<file path="config.mk">
export PLATFORM = sky130hd
export DESIGN_NAME = wb_stage
export DESIGN_NICKNAME = d
export VERILOG_FILES = /design/src/rtl/wb_pkg.sv /design/src/rtl/wb_stage_load_align.sv /design/src/rtl/wb_stage.sv
export SDC_FILE = /design/constraint.sdc
export NUM_CORES = 1
export LEC_CHECK = 0
export CAP_MARGIN = 0
export CORE_UTILIZATION = 43
export DETAILED_ROUTE_END_ITERATION = 6
export HOLD_SLACK_MARGIN = 0.15
export PLACE_DENSITY = 0.92
export REMOVE_ABC_BUFFERS = 1
export SLEW_MARGIN = 20
export SYNTH_ARGS = -nofsm -noshare
export SYNTH_HDL_FRONTEND = slang
export SYNTH_SLANG_ARGS = --single-unit
</file>
<file path="constraint.sdc">
create_clock -name clk -period 2.27 [get_ports clk]
set_input_delay 0.454 -clock clk [delete_from_list [all_inputs] [get_ports clk]]
set_output_delay 0.454 -clock clk [all_outputs]
set_load 0.02 [all_outputs]
</file>
<file path="src/rtl/wb_pkg.sv">
// wb_pkg: shared write-back codes, load funct3 constants and stage states
package wb_pkg;
  typedef enum logic [1:0] {WB_ALU = 2'b00, WB_LOAD = 2'b01, WB_PC4 = 2'b10, WB_RSV = 2'b11} wb_sel_e;
  localparam logic [2:0] F3_LB  = 3'b000;
  localparam logic [2:0] F3_LH  = 3'b001;
  localparam logic [2:0] F3_LW  = 3'b010;
  localparam logic [2:0] F3_LBU = 3'b100;
  localparam logic [2:0] F3_LHU = 3'b101;
  typedef enum logic [1:0] {IDLE, WAIT, DRAIN} state_e;
endpackage

</file>
<file path="src/rtl/wb_stage_load_align.sv">
// load_align: selects, aligns and extends load data and flags illegal loads
//   funct3  : load width/sign code
//   addr_lo : byte offset within the word
//   rdata   : word returned by data memory
//   data    : aligned, extended result
//   err     : misaligned access or undefined load funct3
module load_align
  import wb_pkg::*;
#(
  parameter int XLEN = 32
) (
  input  logic [2:0]      funct3,
  input  logic [1:0]      addr_lo,
  input  logic [XLEN-1:0] rdata,
  output logic [XLEN-1:0] data,
  output logic            err
);
  logic [7:0]  b;
  logic [15:0] h;
  assign b = rdata[8*addr_lo +: 8];
  assign h = rdata[16*addr_lo[1] +: 16];
  assign err = (funct3 == F3_LH || funct3 == F3_LHU) ? addr_lo[0] :
               (funct3 == F3_LW) ? |addr_lo :
               !(funct3 == F3_LB || funct3 == F3_LBU);
  // funct3[2] set means unsigned, so it gates the sign bit
  assign data = (funct3[1:0] == 2'b00) ? {{(XLEN-8){b[7] & ~funct3[2]}}, b} :
                (funct3[1:0] == 2'b01) ? {{(XLEN-16){h[15] & ~funct3[2]}}, h} : rdata;
endmodule

</file>
<file path="src/rtl/wb_stage.sv">
// wb_stage: write-back stage, drives the register-file write port and counts retires
//   clk, rst_n          : clock, async active-low reset
//   in_valid/in_ready   : handshake with the memory stage
//   in_rd/in_we/in_wb_sel/in_alu/in_pc4/in_funct3/in_addr_lo : instruction fields
//   flush               : kill any in-flight load
//   dmem_rvalid/rdata   : load response
//   RegWe/RegWr/RegWd   : registered register-file write port
//   load_busy/load_rd   : outstanding load for hazard logic
//   misalign_err        : pulse on an illegal load commit
//   instret             : retired-instruction count
module wb_stage
  import wb_pkg::*;
#(
  parameter int XLEN  = 32,
  parameter int CNT_W = 32
) (
  input  logic             clk,
  input  logic             rst_n,
  input  logic             in_valid,
  output logic             in_ready,
  input  logic [4:0]       in_rd,
  input  logic             in_we,
  input  logic [1:0]       in_wb_sel,
  input  logic [XLEN-1:0]  in_alu,
  input  logic [XLEN-1:0]  in_pc4,
  input  logic [2:0]       in_funct3,
  input  logic [1:0]       in_addr_lo,
  input  logic             flush,
  input  logic             dmem_rvalid,
  input  logic [XLEN-1:0]  dmem_rdata,
  output logic             RegWe,
  output logic [4:0]       RegWr,
  output logic [XLEN-1:0]  RegWd,
  output logic             load_busy,
  output logic [4:0]       load_rd,
  output logic             misalign_err,
  output logic [CNT_W-1:0] instret
);
  localparam logic [CNT_W-1:0] ONE = CNT_W'(1);
  state_e          state_q;
  logic            we_q, err_q, ld_we_q;
  logic [4:0]      wr_q, ld_rd_q;
  logic [XLEN-1:0] wd_q, al_data;
  logic [2:0]      ld_f3_q;
  logic [1:0]      ld_lo_q;
  logic [CNT_W-1:0] cnt_q;
  logic            al_err;
  load_align #(.XLEN(XLEN)) u_align (
    .funct3 (ld_f3_q),
    .addr_lo(ld_lo_q),
    .rdata  (dmem_rdata),
    .data   (al_data),
    .err    (al_err)
  );
  assign in_ready     = state_q == IDLE;
  assign load_busy    = state_q == WAIT;
  assign load_rd      = load_busy ? ld_rd_q : 5'd0;
  assign RegWe        = we_q;
  assign RegWr        = wr_q;
  assign RegWd        = wd_q;
  assign misalign_err = err_q;
  assign instret      = cnt_q;
  always_ff @(posedge clk or negedge rst_n) begin
    if (!rst_n) begin
      state_q <= IDLE;
      we_q    <= 1'b0;
      err_q   <= 1'b0;
      wr_q    <= '0;
      wd_q    <= '0;
      cnt_q   <= '0;
      ld_we_q <= 1'b0;
      ld_rd_q <= '0;
      ld_f3_q <= '0;
      ld_lo_q <= '0;
    end else begin
      // write-port outputs are single-cycle pulses unless a commit refreshes them
      we_q  <= 1'b0;
      err_q <= 1'b0;
      wr_q  <= '0;
      wd_q  <= '0;
      case (state_q)
        IDLE: if (in_valid) begin
          if (in_wb_sel == WB_LOAD) begin
            state_q <= WAIT;
            ld_we_q <= in_we;
            ld_rd_q <= in_rd;
            ld_f3_q <= in_funct3;
            ld_lo_q <= in_addr_lo;
          end else begin
            we_q  <= in_we && in_rd != 5'd0 && in_wb_sel != WB_RSV;
            wr_q  <= in_rd;
            wd_q  <= (in_wb_sel == WB_PC4) ? in_pc4 : in_alu;
            cnt_q <= cnt_q + ONE;
          end
        end
        WAIT: if (flush) begin
          // a flush racing the response still consumes it
          state_q <= dmem_rvalid ? IDLE : DRAIN;
        end else if (dmem_rvalid) begin
          state_q <= IDLE;
          we_q    <= ld_we_q && ld_rd_q != 5'd0 && !al_err;
          wr_q    <= ld_rd_q;
          wd_q    <= al_data;
          err_q   <= al_err;
          cnt_q   <= cnt_q + ONE;
        end
        DRAIN: if (dmem_rvalid) state_q <= IDLE;
        default: state_q <= IDLE;
      endcase
    end
  end
endmodule

</file>
## Word-level counts from Yosys, hierarchy flattened

Index checks and enable logic that the tools add are counted.

- Bits in registers: 84
- Bits of input ports: 114
- Output and inout bits: 78

- $add $sub $neg: 1
- Equal/unequal tests: 15
- Shift-type cells: 2
- Muxes and demuxes: 35
- Bitwise operators: 3
- Reductions and logical operators: 18

Operators with widths:

| kind | number |
|---|---|
| two-way mux 32 bit | 11 |
| case mux 32 bit (2 select lines) | 2 |
| adder 32 x 1 -> 32 bit, second input constant | 1 |
| indexed part select 32 x 6 -> 16 bit | 1 |
| indexed part select 32 x 6 -> 8 bit | 1 |
| two-way mux 5 bit | 5 |
| two-way mux 2 bit | 5 |
| != test 2 bit, second input constant | 5 |
| case mux 5 bit (2 select lines) | 1 |
| nonzero test 5 bit | 2 |
| two-way mux 1 bit | 9 |
| == test 2 x 1 -> 1 bit, second input constant | 3 |
| == test 3 bit, second input constant | 2 |
| case mux 2 bit (3 select lines) | 1 |
| AND reduction 5 bit | 1 |
| == test 2 bit, second input constant | 2 |
| logical AND 1 bit | 4 |
| logical NOT 2 bit | 2 |
| == test 3 x 1 -> 1 bit, second input constant | 1 |
| == test 3 x 2 -> 1 bit, second input constant | 1 |
| logical NOT 3 bit | 1 |
| AND reduction 3 bit | 1 |
| bitwise AND 1 bit | 2 |
| logical NOT 1 bit | 2 |
| 7 further kinds | 8 |

## Depth between registers and ports, before layout

Gate-level depths: netlist of run 1.

- Depth in word-level cells: 10
- Gate-level depth with buffers: 6

## Cells and area by module

A second synthesis of run 1 with hierarchy kept.

- Cells, all modules: 474
- Area, all modules: 4758.3 µm²

Modules (own cells, without submodules):

| module | instances | cells each | area an instance (µm²) |
|---|---|---|---|
| wb_stage | 1 | 336 | 3777.4 |
| load_align | 1 | 138 | 980.9 |

## Worst setup path before layout of run 1

OpenSTA, ideal clock, no wires.

- Path type: flip-flop to flip-flop
- Start: register cnt_q[6] (netlist: instret[6])
- End: register cnt_q[30] (netlist: instret[30])
- Setup time: 0.080 ns
- Arrival: 1.817 ns
- Required time: 2.190 ns
- Path slack: 0.374 ns
- Cell stages (with the launch flop): 6
- Cells stage by stage: dfrtp_1 > nand4_4 > or4_4 > buf_6 > nor4_4 > xor2_1

- Word-level cells in the longest chain between the ends: 4
- Elaborated cells between the ends (all ways): 6

Ends and longest elaborated chain:

| what | RTL line | source |
|---|---|---|
| start: declaration | wb_stage.sv:46 | `logic [CNT_W-1:0] cnt_q;` |
| start signal: assignment | wb_stage.sv:93 | `cnt_q <= cnt_q + ONE;` |
| start signal: assignment | wb_stage.sv:105 | `cnt_q <= cnt_q + ONE;` |
| adder 32 x 1 -> 32 bit * | wb_stage.sv:93, wb_stage.sv:105 |  |
| two-way mux 32 bit, on equally long branches | wb_stage.sv:99, wb_stage.sv:83 |  |
| two-way mux 32 bit, on equally long branches | wb_stage.sv:96, wb_stage.sv:82 |  |
| case mux 32 bit (2 select lines) * | wb_stage.sv:81 | `case (state_q)` |

Mark *: on every way between the ends. The rest lies on a longest branch, timed or not. The select of a mux whose other input is x is not followed.
A chain may end at the register's enable or synchronous reset.

## Final worst setup path of run 1

- Start: register state_q[0]
- End: output port load_rd[1]

- Word-level cells in the longest chain between the ends: 2

Ends and longest elaborated chain:

| what | RTL line | source |
|---|---|---|
| start: declaration | wb_stage.sv:40 | `state_e state_q;` |
| start signal: assignment | wb_stage.sv:98 | `state_q <= dmem_rvalid ? IDLE : DRAIN;` |
| == test 2 x 1 -> 1 bit | wb_stage.sv:56 | `assign load_busy = state_q == WAIT;` |
| two-way mux 5 bit | wb_stage.sv:57 | `assign load_rd = load_busy ? ld_rd_q : 5'd0;` |
| end: declaration | wb_stage.sv:35 | `output logic [4:0] load_rd,` |

No other way between the ends.

==> results of run 1 <==
[what timing repair did]
item                                    CTS  global route
hold buffers                              1             0
endpoints found under the setup margin    5             1
hold endpoints to repair                 37             0
gates resized for setup                   6             1
[area by class of cell]
type                    instances  area, µm²  share of cell area
multi-input cells             295       2296              0.3287
flip-flops and latches         84       2103              0.3011
well taps                     136      170.2             0.02436
clock buffers                   9      123.9             0.01774
repair buffers                215       2151              0.3080
clock inverters                 7      125.1             0.01791
inverters                       4      15.01            0.002150
[path summary, 6_finish.rpt]
| kind | from | endpoint | slack, ns |
|---|---|---|---|
| max in group asynchronous | rst_n | state_q[0] | 1.00 |
| max reg2reg | instret[6] | instret[25] | 0.36 |
| min reg2reg | instret[31] | instret[31] | 0.49 |
| min | instret[31] | instret[31] | 0.49 |
| max | state_q[0] | load_rd[1] | 0.20 |
| min in group asynchronous | rst_n | RegWd[24] | 0.63 |
[sequential cells by signal (all words and copies together), names as in the netlist]
register / count
RegWd: 32
instret: 32
RegWr: 5
ld_rd_q: 5
ld_f3_q: 3
ld_lo_q: 2
state_q: 2
RegWe: 1
ld_we_q: 1
misalign_err: 1
[per-layer routing]
| metal | global-route usage | share of wire | vias to the layer above | wire length (µm) |
|---|---|---|---|---|
| li1 | - | - | 1943 | - |
| met1 | 0.3115 | 0.38 | 2149 | 5492 |
| met2 | 0.4773 | 0.52 | 212 | 7460 |
| met3 | 0.06767 | 0.068 | 33 | 964 |
| met4 | 0.1102 | 0.025 | 0 | 350 |
| met5 | 0 | 0 | - | 0 |
[cells by family (layout without fill, tap and decap cells)]
logic type,Yosys count,in the layout
compound gates,101,101
simple gates,110,110
fa+ha+maj,1,1
mux,52,52
buf+inv,31,235
flops,84,84
xor+xnor,31,31
[where the power goes]
part,switching [mW],total [mW],internal (mW)
combinational,0.766,1.55,0.787
sequential,0.193,1.86,1.67
clock,0.579,1.33,0.747
total,1.54,4.74,3.20
[metrics by stage]
| step | hold slack [ns] | power (mW) | cells | area, µm² |
|---|---|---|---|---|
| floorplan | 0.1584 | 2.609 | 383 | 4405 |
| global placement | 0.4539 | 3.379 | 733 | 6728 |
| detailed placement | 0.4681 | 3.438 | 733 | 6728 |
| CTS | 0.4903 | 4.765 | 750 | 6982 |
| global route | 0.5235 | 4.972 | 750 | 6984 |
| finish | 0.4913 | 4.742 | 750 | 6984 |
[placed cells by master (no fill, tap or decap), types with 5 or more instances in the layout]
master,count
nand4_1,6
nor3_1,6
buf_4,19
a22o_1,5
mux4_2,9
clkdlybuf4s50_1,184
mux2i_1,32
dlygate4sd2_1,5
dfrtp_1,83
or4_1,5
mux2_2,11
xor2_1,23
a21o_1,8
o22ai_1,47
o2bb2ai_1,7
buf_12,5
o21ai_0,24
nor2_1,20
and2_1,6
nand3_1,15
nand2_1,17
xnor2_1,8
nor4_2,7
clkbuf_8,9
[critical path: cells and delay by family, from the launching register on]
family                 cells  cell delay [ns]
buffers and inverters      2             0.48
flip-flops                 1             0.47
AND/OR/NAND/NOR            2             0.31
==> metrics.yaml, run 1 <==
status: "complete, no violations"
ys_async_sr_fraction: 1.000
required_ns: 1.82
fp-row-count: 37
yosysMostFrequentCell: "dfrtp_1"
synth_compound_area_frac: 0.1434
ys_seq_elements: 84
setup_slack_ns: 0.2036
pre_cts_ws_ns: 0.006404
cp.arrival_ns: 1.61
cpPeakStageDelay_ns: 0.47
root_buffer: "clkbuf_8"
hp-class: "register to register"
drive_above_1_share: 0.1319
finish.utilization: 0.6796
core_area_um2: 10280
ys.flop_type: "dfrtp_1"
startpoint_type: "register"
remaining_drc_errors: 0
fin_skew_ns: 0.01429
crit_fanout: 9
start_util: 0.4397
fmax_ghz: 0.4839
clk_path_buf_depth: 2
syn_inst: 410
synth_commonest_cells: "dfrtp_1, o22ai_1, mux2i_1"
power.density_nw_per_um2: 679.0
yosys.area.top_type: "dfrtp_1"
die_x_um: 104.5
antenna_found_initial: 0
setup_tns_ns: 0
place.gp.congestion: 0.7896
synth_top_family_by_area: "simple AND/OR/NAND/NOR gates"
cts_buffers: 9
slowest_stage: "dfrtp_2"
p_leak_nw: 2.865
wirelength_um: 14270
drt_iter0_markers: 208
cts_tree: "done"
synth_area_per_cell_um2: 11.02
ys_types: 46
yosysWarnings: 0
htree_levels: 3
slew_viol_final: 0
synth.area.top_cells: "dfrtp_1, mux2i_1, o22ai_1, mux4_2, xor2_1"
rsz0062_at_grt: "no"
portBuffers: 191
grt_pass1_wl_um: 22910
synth-adder-area-share: 0.002769
overflow: 0
routed-via-count: 4337
setup_viol: 0
n_antenna_cell: 0
viasPerCell: 5.783
final-hold-violation-count: 0
cts.sinks: 84
grt_pass1_vias: 4646
synth_edf_count: 0
die_area_um2: 10920
cp-end-kind: "output pin"
dp_hpwl_um: 10800
firstDrtPassIters: 4
period_share: 0.9103
area_growth_pct: 54.54
cts_setup_buffers: 0
relSlewSlack: 0.5865
fin_crit_ns: 2.066
pin_count: 192
maxCapViolCount: 0
grt_util_all_layers: 0.2705
clk_latency_ns: 0.35
synthDominantCellAreaShare: 0.4651
nets: 724
vdd_drop_max_mv: 0.3350
path_clk_slew_ns: 0.09
yosys.area_share.simple: 0.1570
synth.mux.area_fraction: 0.1431
seq_area_frac_synth: 0.4651
worstMarginPinSlew_ns: 0.6203
detail-route-antenna-nets: 0
chipHeight_um: 104.5
wire_per_inst_um: 19.02
worstPathCellList: "nor2b_1 > buf_4 > and2_1 > dlygate4sd2_1"
crit_type: "register to output pin"
synth.cell_area_um2: 4519
grt_max_degree: 48
r2r_cells: 4
fillCellCount: 812
synth-xor-area-share: 0.06008
hold_depth: 1
(Power assumes the default switching activity.)
==> run 2, diff against run 1 <==
--- a/config.mk
+++ b/config.mk
@@ -5,7 +5,7 @@
 export SDC_FILE = /design/constraint.sdc
 export NUM_CORES = 1
 export LEC_CHECK = 0
-export CAP_MARGIN = 0
+export CORE_MARGIN = 5
 export CORE_UTILIZATION = 43
 export DETAILED_ROUTE_END_ITERATION = 6
 export HOLD_SLACK_MARGIN = 0.15
==> run 2 against run 1 <==
Critical path depth down 1. Global-route usage fell by 3.4 points. Via count is 0.60% lower. Die area grew 16%. Wire length up 6.1%. Total power fell by 4.4%. Critical endpoint is now load_busy. Largest cell class unchanged. Highest routed layer unchanged.
==> metrics.yaml, run 2 (synthesized netlist as in run 1, its figures left out) <==
multi_input_area_um2: 2296
crit_type: "register to output pin"
cts.sinks: 84
cp.arrival_ns: 1.71
pin_count: 192
fp-row-count: 37
path_clk_slew_ns: 0.08
wire_per_inst_um: 20.35
rsz0062_at_grt: "no"
root_buffer: "clkbuf_8"
cts_setup_buffers: 0
fmax_ghz: 0.4622
start_util: 0.4397
p_leak_nw: 2.797
core_area_um2: 10280
detail-route-antenna-nets: 0
die_x_um: 112.5
holdWs_ns: 0.4729
maxCapViolCount: 0
design_area_um2: 6890
n_antenna_cell: 0
wirelength_um: 15140
htree_levels: 3
grt_util_all_layers: 0.2366
chipHeight_um: 112.5
slew_viol_final: 0
cts_buffers: 9
required_ns: 1.82
dp_hpwl_um: 11490
period_share: 0.9531
grt_max_degree: 52
startpoint_type: "register"
nets: 718
fin_skew_ns: 0.01445
status: "complete, no violations"
area_growth_pct: 52.46
cp-end-kind: "output pin"
grt_pass1_wl_um: 23860
routed-via-count: 4311
drive_above_1_share: 0.1217
cts_tree: "done"
reg2reg_from: "instret[20]"
clk_latency_ns: 0.36
portBuffers: 191
setup_viol: 0
final_cell_mix: "clkdlybuf4s50_1, dfrtp_1, o22ai_1"
place.gp.congestion: 0.8602
viasPerCell: 5.794
antenna_found_initial: 0
drt_iter0_markers: 217
final_common_cell: "clkdlybuf4s50_1"
final-hold-violation-count: 0
hp-class: "register to register"
vdd_drop_max_mv: 0.3941
worstMarginPinSlew_ns: 0.6510
power.density_nw_per_um2: 658.0
fin_crit_ns: 2.164
fillCellCount: 792
relSlewSlack: 0.5660
min_from: "instret[31]"
fin_cells: 744
remaining_drc_errors: 0
crit_fanout: 8
crit_start: "state_q[1]"
dp_cells: 727
finish.utilization: 0.6704
grt_pass1_vias: 4559
postPlaceCellArea_um2: 6683
firstDrtPassIters: 4
regArea_um2: 2103
overflow: 0
die_area_um2: 12660
clk_path_buf_depth: 2
==> run 2: changes by cell type in the layout (fill, tap and decap cells not counted), moves of 2 or more <==
cell,previous run,this run
inv_6,4,0
bufinv_16,3,1
clkinv_2,0,2
clkbuf_8,9,11
buf_4,19,13
==> run 2: metrics by stage <==
step	total power, mW	worst slack, ns	TNS, ns
final	4.534	0.1065	0
after global routing	4.727	0.02711	0
after CTS	4.546	0.08651	0
after floorplan	2.609	-0.8071	-25.71
after global placement	3.380	0.03173	0
after detailed placement	3.439	-0.07559	-0.1003
==> run 2: routing by layer <==
| layer | vias to the layer above | track usage | wire length [µm] |
|---|---|---|---|
| li1 | 1933 | - | - |
| met4 | 0 | 0.08974 | 410 |
| met3 | 32 | 0.05660 | 1235 |
| met5 | - | 0 | 0 |
| met2 | 245 | 0.4156 | 7824 |
| met1 | 2101 | 0.2804 | 5668 |
==> run 2: critical path: stages, from the launching register on <==
cell	delay, ns
dfrtp_1	0.45
nor2b_1	0.14
buf_4	0.16
clkdlybuf4s50_1	0.61
==> run 2: worst paths after layout <==
kind | cells past startpoint | slack [ns] | endpoint
worst min-delay path | 1 | 0.47 | instret[31]
max in group asynchronous | 3 | 1.01 | state_q[0]
min in group asynchronous | 2 | 0.62 | RegWd[1]
worst max-delay path | 3 | 0.11 | load_busy
worst max register to register | 4 | 0.27 | instret[27]
worst min register to register | 1 | 0.47 | instret[31]
==> run 2: final cells by class <==
type | instances | area share
clock inverters | 4 | 0.006900
repair buffers | 209 | 0.3052
multi-input cells | 295 | 0.3332
inverters | 4 | 0.002179
flip-flops and latches | 84 | 0.3052
well taps | 136 | 0.02470
clock buffers | 12 | 0.02252
==> run 2: what timing repair did <==
item                                    4_1_cts  5_1_grt
gates resized for setup                       6        0
hold buffers                                  1        0
endpoints found under the setup margin        5        0
endpoints found under the hold margin        33        0
==> run 2: power by group <==
| part | switching, mW | internal, mW |
|---|---|---|
| clock network | 0.548 | 0.566 |
| logic | 0.771 | 0.778 |
| registers | 0.199 | 1.67 |
| total | 1.52 | 3.02 |
